## config.mk

```make
export PLATFORM = sky130hd
export DESIGN_NAME = hazard_scheduler_flat
export DESIGN_NICKNAME = d
export VERILOG_FILES = /design/src/rtl/asip_pkg.sv /design/src/rtl/hazard_scheduler_if.sv /design/src/rtl/reg_countdown.sv /design/src/rtl/hazard_scheduler.sv /design/src/flat_wrapper.sv
export SDC_FILE = /design/constraint.sdc
export NUM_CORES = 1
export LEC_CHECK = 0
export CAP_MARGIN = 10
export CORE_AREA = 2 2 126 128
export DETAILED_ROUTE_END_ITERATION = 16
export DIE_AREA = 0 0 128 130
export SYNTH_ARGS = -nofsm -noshare
export SYNTH_HDL_FRONTEND = slang
export SYNTH_SLANG_ARGS = --single-unit
```

## constraint.sdc

```tcl
create_clock -name clk -period 2.55 [get_ports clk]
set_clock_uncertainty 0.2 [all_clocks]
set_input_delay 0.51 -clock clk [delete_from_list [all_inputs] [get_ports clk]]
set_output_delay 0.51 -clock clk [all_outputs]
set_load 0.05 [all_outputs]
```

## src/rtl/asip_pkg.sv

```systemverilog
// Shared ASIP definitions: register/latency constants, write-source encoding,
// and opcode values used by both the decoder and the hazard scheduler.
package asip_pkg;

    localparam int unsigned NREG    = 16;
    localparam int unsigned REG_W   = 4;
    localparam int unsigned CNT_W   = 2;
    localparam int unsigned ALU_LAT = 2;
    localparam int unsigned MEM_LAT = 3;
    localparam int unsigned IMM_LAT = 1;
    localparam int unsigned MEM_OCC = 2;
    localparam int unsigned SC_W    = 16;

    typedef logic [REG_W-1:0] reg_idx_t;

    typedef enum logic [1:0] {
        WF_MEM = 2'b00,
        WF_ALU = 2'b01,
        WF_IMM = 2'b10
    } write_from_e;

    // Decoder opcode field values (instruction[15:12])
    localparam logic [3:0] OP_ALU   = 4'h0;
    localparam logic [3:0] OP_LOSC  = 4'h1;
    localparam logic [3:0] OP_LOAD  = 4'h2;
    localparam logic [3:0] OP_SUPIX = 4'h3;

    // Readiness latency for a register write; the reserved code 11 behaves as ALU
    function automatic logic [CNT_W-1:0] write_latency(input logic [1:0] wf);
        case (wf)
            WF_MEM:  return CNT_W'(MEM_LAT);
            WF_IMM:  return CNT_W'(IMM_LAT);
            default: return CNT_W'(ALU_LAT);
        endcase
    endfunction

endpackage

```

## src/rtl/hazard_scheduler_if.sv

```systemverilog
// Decode-to-scheduler issue interface: instruction hazard fields in, gating and
// debug status out.
interface hazard_scheduler_if;
    import asip_pkg::*;

    logic                 issue_valid;
    reg_idx_t             src_a;
    reg_idx_t             src_b;
    logic                 src_a_en;
    logic                 src_b_en;
    reg_idx_t             dst;
    logic                 reg_write_en;
    logic [1:0]           write_from;
    logic                 mem_write;

    logic                 stall;
    logic                 issued;
    logic [NREG-1:0]      busy_mask;
    logic                 mem_busy;
    logic                 idle;
    logic [SC_W-1:0]      stall_cycles;

    modport master (
        output issue_valid, src_a, src_b, src_a_en, src_b_en,
               dst, reg_write_en, write_from, mem_write,
        input  stall, issued, busy_mask, mem_busy, idle, stall_cycles
    );

    modport slave (
        input  issue_valid, src_a, src_b, src_a_en, src_b_en,
               dst, reg_write_en, write_from, mem_write,
        output stall, issued, busy_mask, mem_busy, idle, stall_cycles
    );

endinterface

```

## src/rtl/reg_countdown.sv

```systemverilog
// Loadable countdown to zero; busy while non-zero. A load takes priority over
// the decrement.
module reg_countdown #(
    parameter int unsigned W = 2
) (
    input  logic         clk,
    input  logic         rst,
    input  logic         load,
    input  logic [W-1:0] load_val,
    output logic         busy
);

    logic [W-1:0] count;

    always_ff @(posedge clk or posedge rst) begin
        if (rst) begin
            count <= '0;
        end else if (load) begin
            count <= load_val;
        end else if (count != '0) begin
            count <= count - W'(1);
        end
    end

    assign busy = (count != '0);

endmodule

```

## src/rtl/hazard_scheduler.sv

```systemverilog
// Decode/execute issue gate: per-register write scoreboard plus a shared
// memory-port occupancy counter; stalls on RAW, WAW or memory-port conflicts.
module hazard_scheduler
    import asip_pkg::*;
(
    input  logic              clk,
    input  logic              rst,
    hazard_scheduler_if.slave bus
);

    logic [NREG-1:0]  reg_busy;
    logic             port_busy;
    logic             mem_access;
    logic             raw_hazard;
    logic             waw_hazard;
    logic             port_hazard;
    logic             stall;
    logic             issued;
    logic [CNT_W-1:0] dst_latency;
    logic [SC_W-1:0]  stall_cnt;

    // Hazard evaluation from the current scoreboard state (no bypassing)
    always_comb begin
        mem_access  = (bus.reg_write_en && (bus.write_from == 2'(WF_MEM))) || bus.mem_write;
        raw_hazard  = (bus.src_a_en && reg_busy[bus.src_a]) ||
                      (bus.src_b_en && reg_busy[bus.src_b]);
        waw_hazard  = bus.reg_write_en && reg_busy[bus.dst];
        port_hazard = mem_access && port_busy;
        stall       = bus.issue_valid && (raw_hazard || waw_hazard || port_hazard);
        issued      = bus.issue_valid && !stall;
        dst_latency = write_latency(bus.write_from);
    end

    for (genvar r = 0; r < NREG; r++) begin : g_reg_sb
        reg_countdown #(.W(CNT_W)) u_cnt (
            .clk      (clk),
            .rst      (rst),
            .load     (issued && bus.reg_write_en && (bus.dst == REG_W'(r))),
            .load_val (dst_latency),
            .busy     (reg_busy[r])
        );
    end

    reg_countdown #(.W(CNT_W)) u_mem_port (
        .clk      (clk),
        .rst      (rst),
        .load     (issued && mem_access),
        .load_val (CNT_W'(MEM_OCC)),
        .busy     (port_busy)
    );

    // Saturating debug count of stalled cycles
    always_ff @(posedge clk or posedge rst) begin
        if (rst) begin
            stall_cnt <= '0;
        end else if (stall && (stall_cnt != {SC_W{1'b1}})) begin
            stall_cnt <= stall_cnt + SC_W'(1);
        end
    end

    assign bus.stall        = stall;
    assign bus.issued       = issued;
    assign bus.busy_mask    = reg_busy;
    assign bus.mem_busy     = port_busy;
    assign bus.idle         = (reg_busy == '0) && !port_busy;
    assign bus.stall_cycles = stall_cnt;

endmodule

```

## src/flat_wrapper.sv

```systemverilog
// flat-port wrapper written by rule: the top's interface ports become plain ports
module hazard_scheduler_flat import asip_pkg::*;
  (clk, rst, bus_issue_valid, bus_src_a, bus_src_b, bus_src_a_en, bus_src_b_en, bus_dst, bus_reg_write_en, bus_write_from, bus_mem_write, bus_stall, bus_issued, bus_busy_mask, bus_mem_busy, bus_idle, bus_stall_cycles);
  hazard_scheduler_if bus_i ();
  input  logic clk;
  input  logic rst;
  input wire logic [$bits(bus_i.issue_valid)-1:0] bus_issue_valid;
  input wire logic [$bits(bus_i.src_a)-1:0] bus_src_a;
  input wire logic [$bits(bus_i.src_b)-1:0] bus_src_b;
  input wire logic [$bits(bus_i.src_a_en)-1:0] bus_src_a_en;
  input wire logic [$bits(bus_i.src_b_en)-1:0] bus_src_b_en;
  input wire logic [$bits(bus_i.dst)-1:0] bus_dst;
  input wire logic [$bits(bus_i.reg_write_en)-1:0] bus_reg_write_en;
  input wire logic [$bits(bus_i.write_from)-1:0] bus_write_from;
  input wire logic [$bits(bus_i.mem_write)-1:0] bus_mem_write;
  output wire logic [$bits(bus_i.stall)-1:0] bus_stall;
  output wire logic [$bits(bus_i.issued)-1:0] bus_issued;
  output wire logic [$bits(bus_i.busy_mask)-1:0] bus_busy_mask;
  output wire logic [$bits(bus_i.mem_busy)-1:0] bus_mem_busy;
  output wire logic [$bits(bus_i.idle)-1:0] bus_idle;
  output wire logic [$bits(bus_i.stall_cycles)-1:0] bus_stall_cycles;
  assign bus_i.issue_valid = bus_issue_valid;
  assign bus_i.src_a = bus_src_a;
  assign bus_i.src_b = bus_src_b;
  assign bus_i.src_a_en = bus_src_a_en;
  assign bus_i.src_b_en = bus_src_b_en;
  assign bus_i.dst = bus_dst;
  assign bus_i.reg_write_en = bus_reg_write_en;
  assign bus_i.write_from = bus_write_from;
  assign bus_i.mem_write = bus_mem_write;
  assign bus_stall = bus_i.stall;
  assign bus_issued = bus_i.issued;
  assign bus_busy_mask = bus_i.busy_mask;
  assign bus_mem_busy = bus_i.mem_busy;
  assign bus_idle = bus_i.idle;
  assign bus_stall_cycles = bus_i.stall_cycles;
  hazard_scheduler u_core (.clk(clk), .rst(rst), .bus(bus_i));
endmodule
```

**After elaboration in Yosys (flattened, before gate mapping)**

Cells that the tools add are included.

- Flip-flop bits (word level): 50
- Bits of input ports: 21
- Output and inout port bits: 36

- Add/sub/neg operators: 18
- $lt $le $gt $ge: 3
- Eq/ne operators: 17
- Muxes and demuxes: 41
- Reductions and logical operators: 70

Operators with widths:

| cell | number |
|---|---|
| $mux 2 | 34 |
| $reduce_bool 2->1 | 34 |
| $sub 2x1->2 const B | 17 |
| $eq 4x4->1 const B | 8 |
| $logic_and 1x1->1 | 27 |
| $add 16x1->16 const B | 1 |
| $eq 4x3->1 const B | 4 |
| $logic_not 16->1 | 1 |
| $ne 16x16->1 const B | 1 |
| $lt 4x5->1 const B | 3 |
| $bmux 1 s4 | 3 |
| $eq 4x2->1 const B | 2 |
| $eq 4x1->1 const B | 1 |
| $logic_not 4->1 | 1 |
| $logic_or 1x1->1 | 4 |
| $pmux 2 s2 | 1 |
| $mux 1 | 3 |
| $eq 2x2->1 const B | 1 |
| $logic_not 1->1 | 2 |
| $logic_not 2->1 | 1 |

**Longest topological paths before layout**

Gate-level depths: netlist (run 1).

- Depth after elaboration: 13
- Gate-level depth with buffers: 10

**Hierarchy**

A second synthesis (run 1) with hierarchy kept.

- Cells, all modules: 404
- Area, all modules: 3,580.9 um^2

By module, submodules not included:

| module | times used | cells an instance | area each (um^2) | sequential area each (um^2) |
|---|---|---|---|---|
| reg_countdown | 17 | 14 | 123.9 | 50.0 |
| hazard_scheduler | 1 | 166 | 1,475.2 | 400.4 |

**Worst setup path before layout (run 1)**

No wires, ideal clock.

- Path type: register to output
- From: register u_core.g_reg_sb[0].u_cnt.count[0]
- To: output port bus_idle
- Arrival: 2.709 ns
- Data required time: 1.840 ns
- Setup slack: -0.869 ns
- Stages on the path, launching flop included: 6
- Buffers on the path: 0
- Cell sequence: dfrtp_1 > inv_1 > ha_1 > nand4_1 > or4_1 > nor4_1

- Cells in the longest elaborated chain, start to end: 3

Ends and longest elaborated chain:

| element | RTL line | source |
|---|---|---|
| start, declared | reg_countdown.sv:13 | `logic [W-1:0] count;` |
| start signal, assigned | reg_countdown.sv:19 | `count <= load_val;` |
| start signal, assigned | reg_countdown.sv:21 | `count <= count - W'(1);` |
| $reduce_bool 2->1 | reg_countdown.sv:25 | `assign busy = (count != '0);` |
| $logic_not 16->1 | hazard_scheduler.sv:65 | `assign bus.idle = (reg_busy == '0) && !port_busy;` |
| $logic_and 1x1->1 | hazard_scheduler.sv:65 |  |
| end, declared | flat_wrapper.sv:20 | `output wire logic [$bits(bus_i.idle)-1:0] bus_idle;` |

Every way passes these cells.

**Final worst setup path (run 1)**

- From: register u_core.g_reg_sb[8].u_cnt.count[0]
- To: output port bus_issued

- Cells in the longest elaborated chain, start to end: 10

Ends and longest elaborated chain:

| element | RTL line | source |
|---|---|---|
| start, declared | reg_countdown.sv:13 |  |
| start signal, assigned | reg_countdown.sv:19 |  |
| start signal, assigned | reg_countdown.sv:21 |  |
| $reduce_bool 2->1 * | reg_countdown.sv:25 |  |
| $bmux 1 s4 (on tied branches) | hazard_scheduler.sv:25, hazard_scheduler.sv:26 |  |
| $mux 1 (on tied branches) | hazard_scheduler.sv:25, hazard_scheduler.sv:26 |  |
| $logic_and 1x1->1 (on tied branches) | hazard_scheduler.sv:25, hazard_scheduler.sv:26 |  |
| $logic_or 1x1->1 | hazard_scheduler.sv:25 | `raw_hazard = (bus.src_a_en && reg_busy[bus.src_a]) \|\|` |
| $logic_or 1x1->1 * (2 in series) | hazard_scheduler.sv:29 | `stall = bus.issue_valid && (raw_hazard \|\| waw_hazard \|\| port_hazard);` |
| $logic_and 1x1->1 * | hazard_scheduler.sv:29 |  |
| $logic_not 1->1 * | hazard_scheduler.sv:30 | `issued = bus.issue_valid && !stall;` |
| $logic_and 1x1->1 * | hazard_scheduler.sv:30 |  |
| end, declared | flat_wrapper.sv:17 | `output wire logic [$bits(bus_i.issued)-1:0] bus_issued;` |

Every way passes the cells marked *; elsewhere a longest branch is shown, timed or not. The select of a mux whose other input is x is not followed.

==> results of run 1 <==
==> cells in the final DEF, fill, tap and decap left out, types with 14 or more instances in the layout <==
| cell | count |
|---|---|
| buf_4 | 107 |
| dfrtp_1 | 50 |
| inv_1 | 39 |
| mux2i_1 | 36 |
| clkdlybuf4s50_1 | 28 |
| buf_6 | 20 |
| xor2_1 | 19 |
| inv_2 | 16 |
| mux2_2 | 15 |
| ha_4 | 14 |
==> registers in the layout (all words and copies together) (netlist names) <==
signal and flops:
u_core.g_reg_sb.u_cnt.count 32, u_core.bus.stall_cycles 16, u_core.u_mem_port.count 2
==> worst max-delay path, delay by kind of cell, from the launching register on <==
family | cells | cell delay (ns)
adders and majority gates | 1 | 0.19
muxes | 1 | 0.48
buffers and inverters | 4 | 0.44
AOI/OAI and AO/OA | 1 | 0.24
DFF | 1 | 0.39
and+or+nand+nor | 2 | 0.29
==> what timing repair did <==
action / 4_1_cts / 5_1_grt
cloned: 1 / 0
setup endpoints to repair: 52 / 52
resized for setup: 73 / 47
hold buffers: 0 / 0
pin swaps: 26 / 24
buffers inserted: 20 / 13
==> where the power goes <==
group,leakage [nW],internal [mW],total [mW],switching [mW]
registers,0.609,1.16,1.36,0.201
logic,2.14,2.36,4.78,2.42
clock network,0.0752,0.376,0.723,0.347
==> kinds of logic (layout without fill, tap and decap cells) <==
family          count (synthesis)  in the layout  synth area share, %
compound gates                 23             23                4.765
xor+xnor                       30             30                7.304
fa+ha+maj                      18             18                6.261
buf+inv                        82            234                10.82
flops                          50             50                34.78
mux                            63             63                22.23
simple gates                   87             87                13.84
==> area by class of cell <==
| type | instances | area share (%) |
|---|---|---|
| Sequential cell | 50 | 21.47 |
| Inverter | 55 | 3.543 |
| Timing Repair Buffer | 171 | 26.52 |
| Tap cell | 192 | 4.123 |
| Clock inverter | 3 | 0.4509 |
| Clock buffer | 5 | 2.147 |
| Multi-Input combinational cell | 221 | 41.74 |
==> worst paths after layout <==
kind / from / cells after the start / endpoint / slack, ns
setup / recovery: u_core.g_reg_sb[8].u_cnt.count[0]$_DFFE_PP0P_ / 9 / bus_issued / -0.50
setup reg to reg: u_core.g_reg_sb[8].u_cnt.count[0]$_DFFE_PP0P_ / 11 / u_core.g_reg_sb[1].u_cnt.count[0]$_DFFE_PP0P_ / -0.45
max in group asynchronous: rst / 3 / u_core.g_reg_sb[13].u_cnt.count[1]$_DFFE_PP0P_ / 1.31
hold / removal: u_core.bus.stall_cycles[9]$_DFFE_PP0P_ / 1 / u_core.bus.stall_cycles[9]$_DFFE_PP0P_ / 0.31
hold reg to reg: u_core.bus.stall_cycles[9]$_DFFE_PP0P_ / 1 / u_core.bus.stall_cycles[9]$_DFFE_PP0P_ / 0.31
min in group asynchronous: rst / 2 / u_core.g_reg_sb[7].u_cnt.count[1]$_DFFE_PP0P_ / 0.36
==> metal layers <==
| layer | vias to the layer above | wire length, µm |
|---|---|---|
| li1 | 1516 | - |
| met1 | 1582 | 4802 |
| met2 | 55 | 5781 |
| met3 | 8 | 393 |
| met4 | 0 | 133 |
| met5 | - | 0 |
==> metrics by stage <==
stage          cell area, µm²  setup TNS (ns)  setup slack (ns)
2_1_floorplan            3676         -0.3192           -0.1318
3_3_place_gp             4943          -28.97           -0.6763
3_5_place_dp             4943          -31.80           -0.7399
4_1_cts                  5519          -13.74           -0.5490
5_1_grt                  5827          -18.65           -0.5863
6_report                 5827          -13.25           -0.4984
==> run_results.csv, run 1 <==
group,metric,value,unit
run,max_cap_violations,0,
logic_synthesis,synth-edff-count,0,
logic_synthesis,post-synth-top-count-cell,"inv_1",
cts,ctsHtreeMaxLevel,2,
drt,firstDrtPassIters,4,
power,leakagePower,2.824,nW
power,report.power.total,6.860,mW
drt,antenna_violating_nets_post_route,0,
timing,timing.final.crit_share,119.5,%
worst_setup_path,timing.setup.critical_path_class,"reg2out",
cts,clock-root-buffer,"clkbuf_16",
cts,clk_latency,0.31,ns
final_layout,finish.net_count,543,
floorplan,area_of_the_die,16640,µm²
run_status,status,"complete, but fails checks",
drt,drt-initial-drc-count,161,
power,power_density,1177,nW/µm²
floorplan,fp.dieW,128,µm
logic_synthesis,synth_top_area_share,34.78,%
worst_setup_path,critPathRequiredTime,1.84,ns
timing,worstMarginPinSlew,0.5311,ns
placed_design,globalplace.congestion,0.9213,
worst_setup_path,timing.critical_path.cells,"inv_1 -> ha_2 -> inv_2 -> mux4_2 -> o2111ai_4 -> nand2_2 -> buf_6 -> nor3_4 -> buf_12",
drt,via_per_inst,4.535,
logic_synthesis,synth.cells.most_frequent,"inv_1, dfrtp_1, mux2i_1",
floorplan,num_io_pins,57,
timing,setup_viol,51,
timing,final_hold_vio_count,0,
final_layout,multi_input_comb_area,2432,µm²
placed_design,dp.final_hpwl,8099,µm
logic_synthesis,number_of_library_cell_types_mapped_by_synthesis,50,
global_routing,number_of_antenna_violations_at_the_first_check_in_global_routing,0,
logic_synthesis,synth_area_per_cell,10.19,µm²
cts,cts-root-to-sink-buffers,2,
logic_synthesis,synth-seq-cells,50,
timing,clock.fmax,328.0,MHz
global_routing,largest_net_degree_at_the_start_of_global_routing,21,
final_layout,final_layout_size_suffix_gt1_share,49.11,%
cts,cts-buffers-inserted,5,
worst_setup_path,worstSetupEndpointType,"output port",
cts,numClockSinks,50,
logic_synthesis,synth_top_cell_by_area,"dfrtp_1",
global_routing,grt_overflow,0,
floorplan,start_util,23.32,%
worst_setup_path,critical-path-slowest-cell,"mux4_2",
drt,detail_route.drc_violations,0,
drt,wire_per_inst,15.94,µm
global_routing,first_global_vias,3380,
final_layout,num_antenna_cells,0,
worst_setup_path,crit_fanout,3,
power,power.ir.vdd_worst,553.1,µV
global_routing,globalRouteMet2Util,25.10,%
global_routing,aggregate_global_route_resource_usage,13.69,%
timing,unrepaired_setup_endpoints_after_global_routing,"yes",
final_layout,layout.filler_cells,1505,
final_layout,growth_of_design_area_from_synthesis_to_finish,61.98,%
logic_synthesis,seq_total_area_yosys,34.78,%
hold_path,worst_hold_path_type,"reg2reg",
final_layout,post-route-util,37.78,%
timing,finalWorstSetupSlack,-0.4984,ns
floorplan,fp.dieH,130,µm
placed_design,buffer_ports.inserted,56,
placed_design,placed_cells_incl_taps,661,
drt,routed-via-count,3161,
final_layout,area.sequential,1251,µm²
worst_setup_path,worst_path_largest_cell_delay,0.48,ns
logic_synthesis,ys_async_sr_fraction,100.0,%
worst_setup_path,worst-endpoint-arrival,2.34,ns
cts,clk_pin_slew_worst_paths,0.08,ns
logic_synthesis,synth.net_count,392,
global_routing,grt_use_met3,2.911,%
timing,finalWorstPathRequiredPeriod,3.048,ns
timing,hold-worst-slack,0.3077,ns
worst_setup_path,type_of_origin_of_the_critical_path,"register",
global_routing,grt_first_pass_wirelength,17590,µm
global_routing,groute.layer.met1.usage,16.05,%
timing,timing.slew.headroom,64.54,%
logic_synthesis,synthCells,353,
global_routing,busiest_layer,"met2",
final_layout,final-instance-count-excl-fill,697,
floorplan,floorplan.core_area,15420,µm²
run_status,failed_checks,"setup timing",
logic_synthesis,synthTopCellsByArea,"dfrtp_1, mux2i_1, ha_1, mux4_2, inv_1",
logic_synthesis,ys_warn_count,0,
floorplan,core.rowCount,46,
logic_synthesis,netlist_area,3597,µm²
timing,final_report_max_slew_violation_count,0,
cts,cts_tree,"done",
logic_synthesis,synth_flop_cell,"dfrtp_1",
drt,drt_wl_total,11110,µm
Note: power is estimated with default switching activity, not from simulation.
==> inputs of run 2 (changes only) <==
==> constraint.sdc (replaced) <==
create_clock -name clk -period 2.55 [get_ports clk]
set_clock_uncertainty 0.2 [all_clocks]
set_input_delay 0.51 -clock clk [delete_from_list [all_inputs] [get_ports clk]]
set_output_delay 0.51 -clock clk [all_outputs]
set_load 0.005 [all_outputs]
==> run 2 against run 1 <==
The run still ends with setup timing left. Hold slack worse by 0.011 ns. Final cell count decreased by 2.3%. Global-route usage decreased by 0.98 points. Critical path depth is the same. Critical path type unchanged.
==> run_results.csv, run 2 (synthesized netlist as in run 1, its figures left out) <==
group,metric,value,unit
run_status,status,"complete, but fails checks",
run_status,failed_checks,"setup timing",
run,max_cap_violations,0,
floorplan,fp.dieH,130,µm
hold_path,min_path_cells,1,
timing,final_hold_vio_count,0,
placed_design,dp.final_hpwl,7832,µm
final_layout,final_layout_size_suffix_gt1_share,41.72,%
cts,cts-buffers-inserted,5,
final_layout,layout_common_cells,"buf_4, dfrtp_1, clkdlybuf4s50_1",
power,report.power.total,5.913,mW
final_layout,largest_register_ff_count,32,
placed_design,placed_cells_incl_taps,659,
timing,finalWorstPathRequiredPeriod,3.036,ns
drt,drt_wl_total,10480,µm
final_layout,growth_of_design_area_from_synthesis_to_finish,54.02,%
placed_design,globalplace.congestion,0.8360,
floorplan,start_util,23.32,%
worst_setup_path,timing.setup.critical_path_class,"reg2out",
timing,finalWorstSetupSlack,-0.4865,ns
drt,drt-initial-drc-count,152,
drt,detail_route.drc_violations,0,
worst_setup_path,critPathRequiredTime,1.84,ns
hold_path,min-delay-start,"u_core.bus.stall_cycles[15]$_DFFE_PP0P_",
cts,holdBufCountCts,0,
hold_path,worst_hold_path_type,"reg2reg",
floorplan,fp.dieW,128,µm
worst_setup_path,crit_fanout,2,
drt,routed-via-count,3103,
timing,hold-worst-slack,0.2963,ns
power,leakagePower,2.664,nW
floorplan,area_of_the_die,16640,µm²
floorplan,num_io_pins,57,
cts,cts-root-to-sink-buffers,2,
timing,clock.fmax,329.3,MHz
cts,clock-root-buffer,"clkbuf_16",
timing,timing.final.crit_share,119.1,%
drt,firstDrtPassIters,4,
global_routing,aggregate_global_route_resource_usage,12.72,%
worst_setup_path,reg2reg_to,"u_core.g_reg_sb[2].u_cnt.count[0]$_DFFE_PP0P_",
timing,timing.slew.headroom,72.54,%
hold_path,holdPathEnd,"u_core.bus.stall_cycles[15]$_DFFE_PP0P_",
final_layout,finish.net_count,527,
cts,ctsHtreeMaxLevel,2,
global_routing,grt_first_pass_wirelength,16620,µm
cts,numClockSinks,50,
worst_setup_path,worstSetupEndpointType,"output port",
power,power_density,1067,nW/µm²
floorplan,floorplan.core_area,15420,µm²
drt,via_per_inst,4.557,
timing,final_report_max_slew_violation_count,0,
worst_setup_path,type_of_origin_of_the_critical_path,"register",
worst_setup_path,regToRegStartpoint,"u_core.g_reg_sb[13].u_cnt.count[0]$_DFFE_PP0P_",
worst_setup_path,worst-endpoint-arrival,2.33,ns
placed_design,placement.setup.worst_slack,-1.124,ns
global_routing,largest_net_degree_at_the_start_of_global_routing,51,
worst_setup_path,r2r_setup_slack,-0.39,ns
timing,setup_viol,52,
cts,cts_tree,"done",
final_layout,layout.cells.most_common,"buf_4",
final_layout,num_antenna_cells,0,
cts,clk_latency,0.30,ns
cts,clk_pin_slew_worst_paths,0.08,ns
global_routing,first_global_vias,3210,
drt,wire_per_inst,15.38,µm
timing,totalNegativeSetupSlack,-10.40,ns
placed_design,placed_cell_area,4890,µm²
power,power.ir.vdd_worst,342.1,µV
floorplan,core.rowCount,46,
timing,worstMarginPinSlew,0.4094,ns
final_layout,post-route-util,35.92,%
placed_design,buffer_ports.inserted,56,
final_layout,final-instance-count-excl-fill,681,
global_routing,grt_overflow,0,
timing,unrepaired_setup_endpoints_after_global_routing,"yes",
final_layout,fin_area,5540,µm²
final_layout,most_flops_register,"u_core.g_reg_sb.u_cnt.count",
worst_setup_path,timing.reg2reg.worst_path_depth,11,
drt,antenna_violating_nets_post_route,0,
global_routing,number_of_antenna_violations_at_the_first_check_in_global_routing,0,
run 2: cell count changes in the layout (fill, tap and decap cells not counted), sizes merged:
| cell | previous run | this run |
|---|---|---|
| clkdlybuf4s50 | 28 | 45 |
| buf | 135 | 102 |
| inv | 58 | 56 |
| clkinv | 0 | 2 |
run 2: final cells by class:
type / instances / area [µm²]
sequential: 50 / 1251
multi-input combinational: 221 / 2337
clock inverter: 3 / 28.78
fill: 1538 / 9884
tap: 192 / 240.2
clock buffer: 5 / 125.1
inverter: 55 / 206.4
timing repair buffer: 155 / 1351
run 2: per-layer routing:
layer  share of wire [%]  global-route usage (%)  vias up
met4                 2.0                   4.460        0
met1                  42                   15.14     1551
li1                    -                       -     1475
met5                   0                       0        -
met3                 4.5                   2.132       16
met2                  52                   23.21       61
run 2: critical path, cell delays in order (launching register included):
cell,delay (ns)
dfrtp_1,0.38
inv_1,0.06
ha_2,0.19
inv_2,0.05
mux4_2,0.48
o2111ai_2,0.22
nand2_2,0.10
buf_6,0.13
o31a_4,0.29
buf_6,0.12
run 2: what timing repair did:
action | CTS | global route
endpoints found under the setup margin | 52 | 53
pin swaps | 19 | 15
gates resized for setup | 91 | 20
buffers inserted | 13 | 6
run 2: report_power, final:
part / internal (mW) / switching, mW
registers: 1.16 / 0.189
logic: 2.21 / 1.65
clock network: 0.375 / 0.337
run 2: worst max path at each step:
stage | slack, ns | cells after the start | start | endpoint
floorplan | -0.10 | 7 | bus_dst[1] | bus_stall
global placement | -1.04 | 7 | bus_dst[0] | bus_issued
detailed placement | -1.12 | 7 | bus_dst[0] | bus_issued
CTS | -0.52 | 9 | u_core.g_reg_sb[13].u_cnt.count[0]$_DFFE_PP0P_ | bus_stall
global route | -0.55 | 9 | u_core.g_reg_sb[13].u_cnt.count[0]$_DFFE_PP0P_ | bus_stall
finish | -0.49 | 9 | u_core.g_reg_sb[13].u_cnt.count[0]$_DFFE_PP0P_ | bus_stall
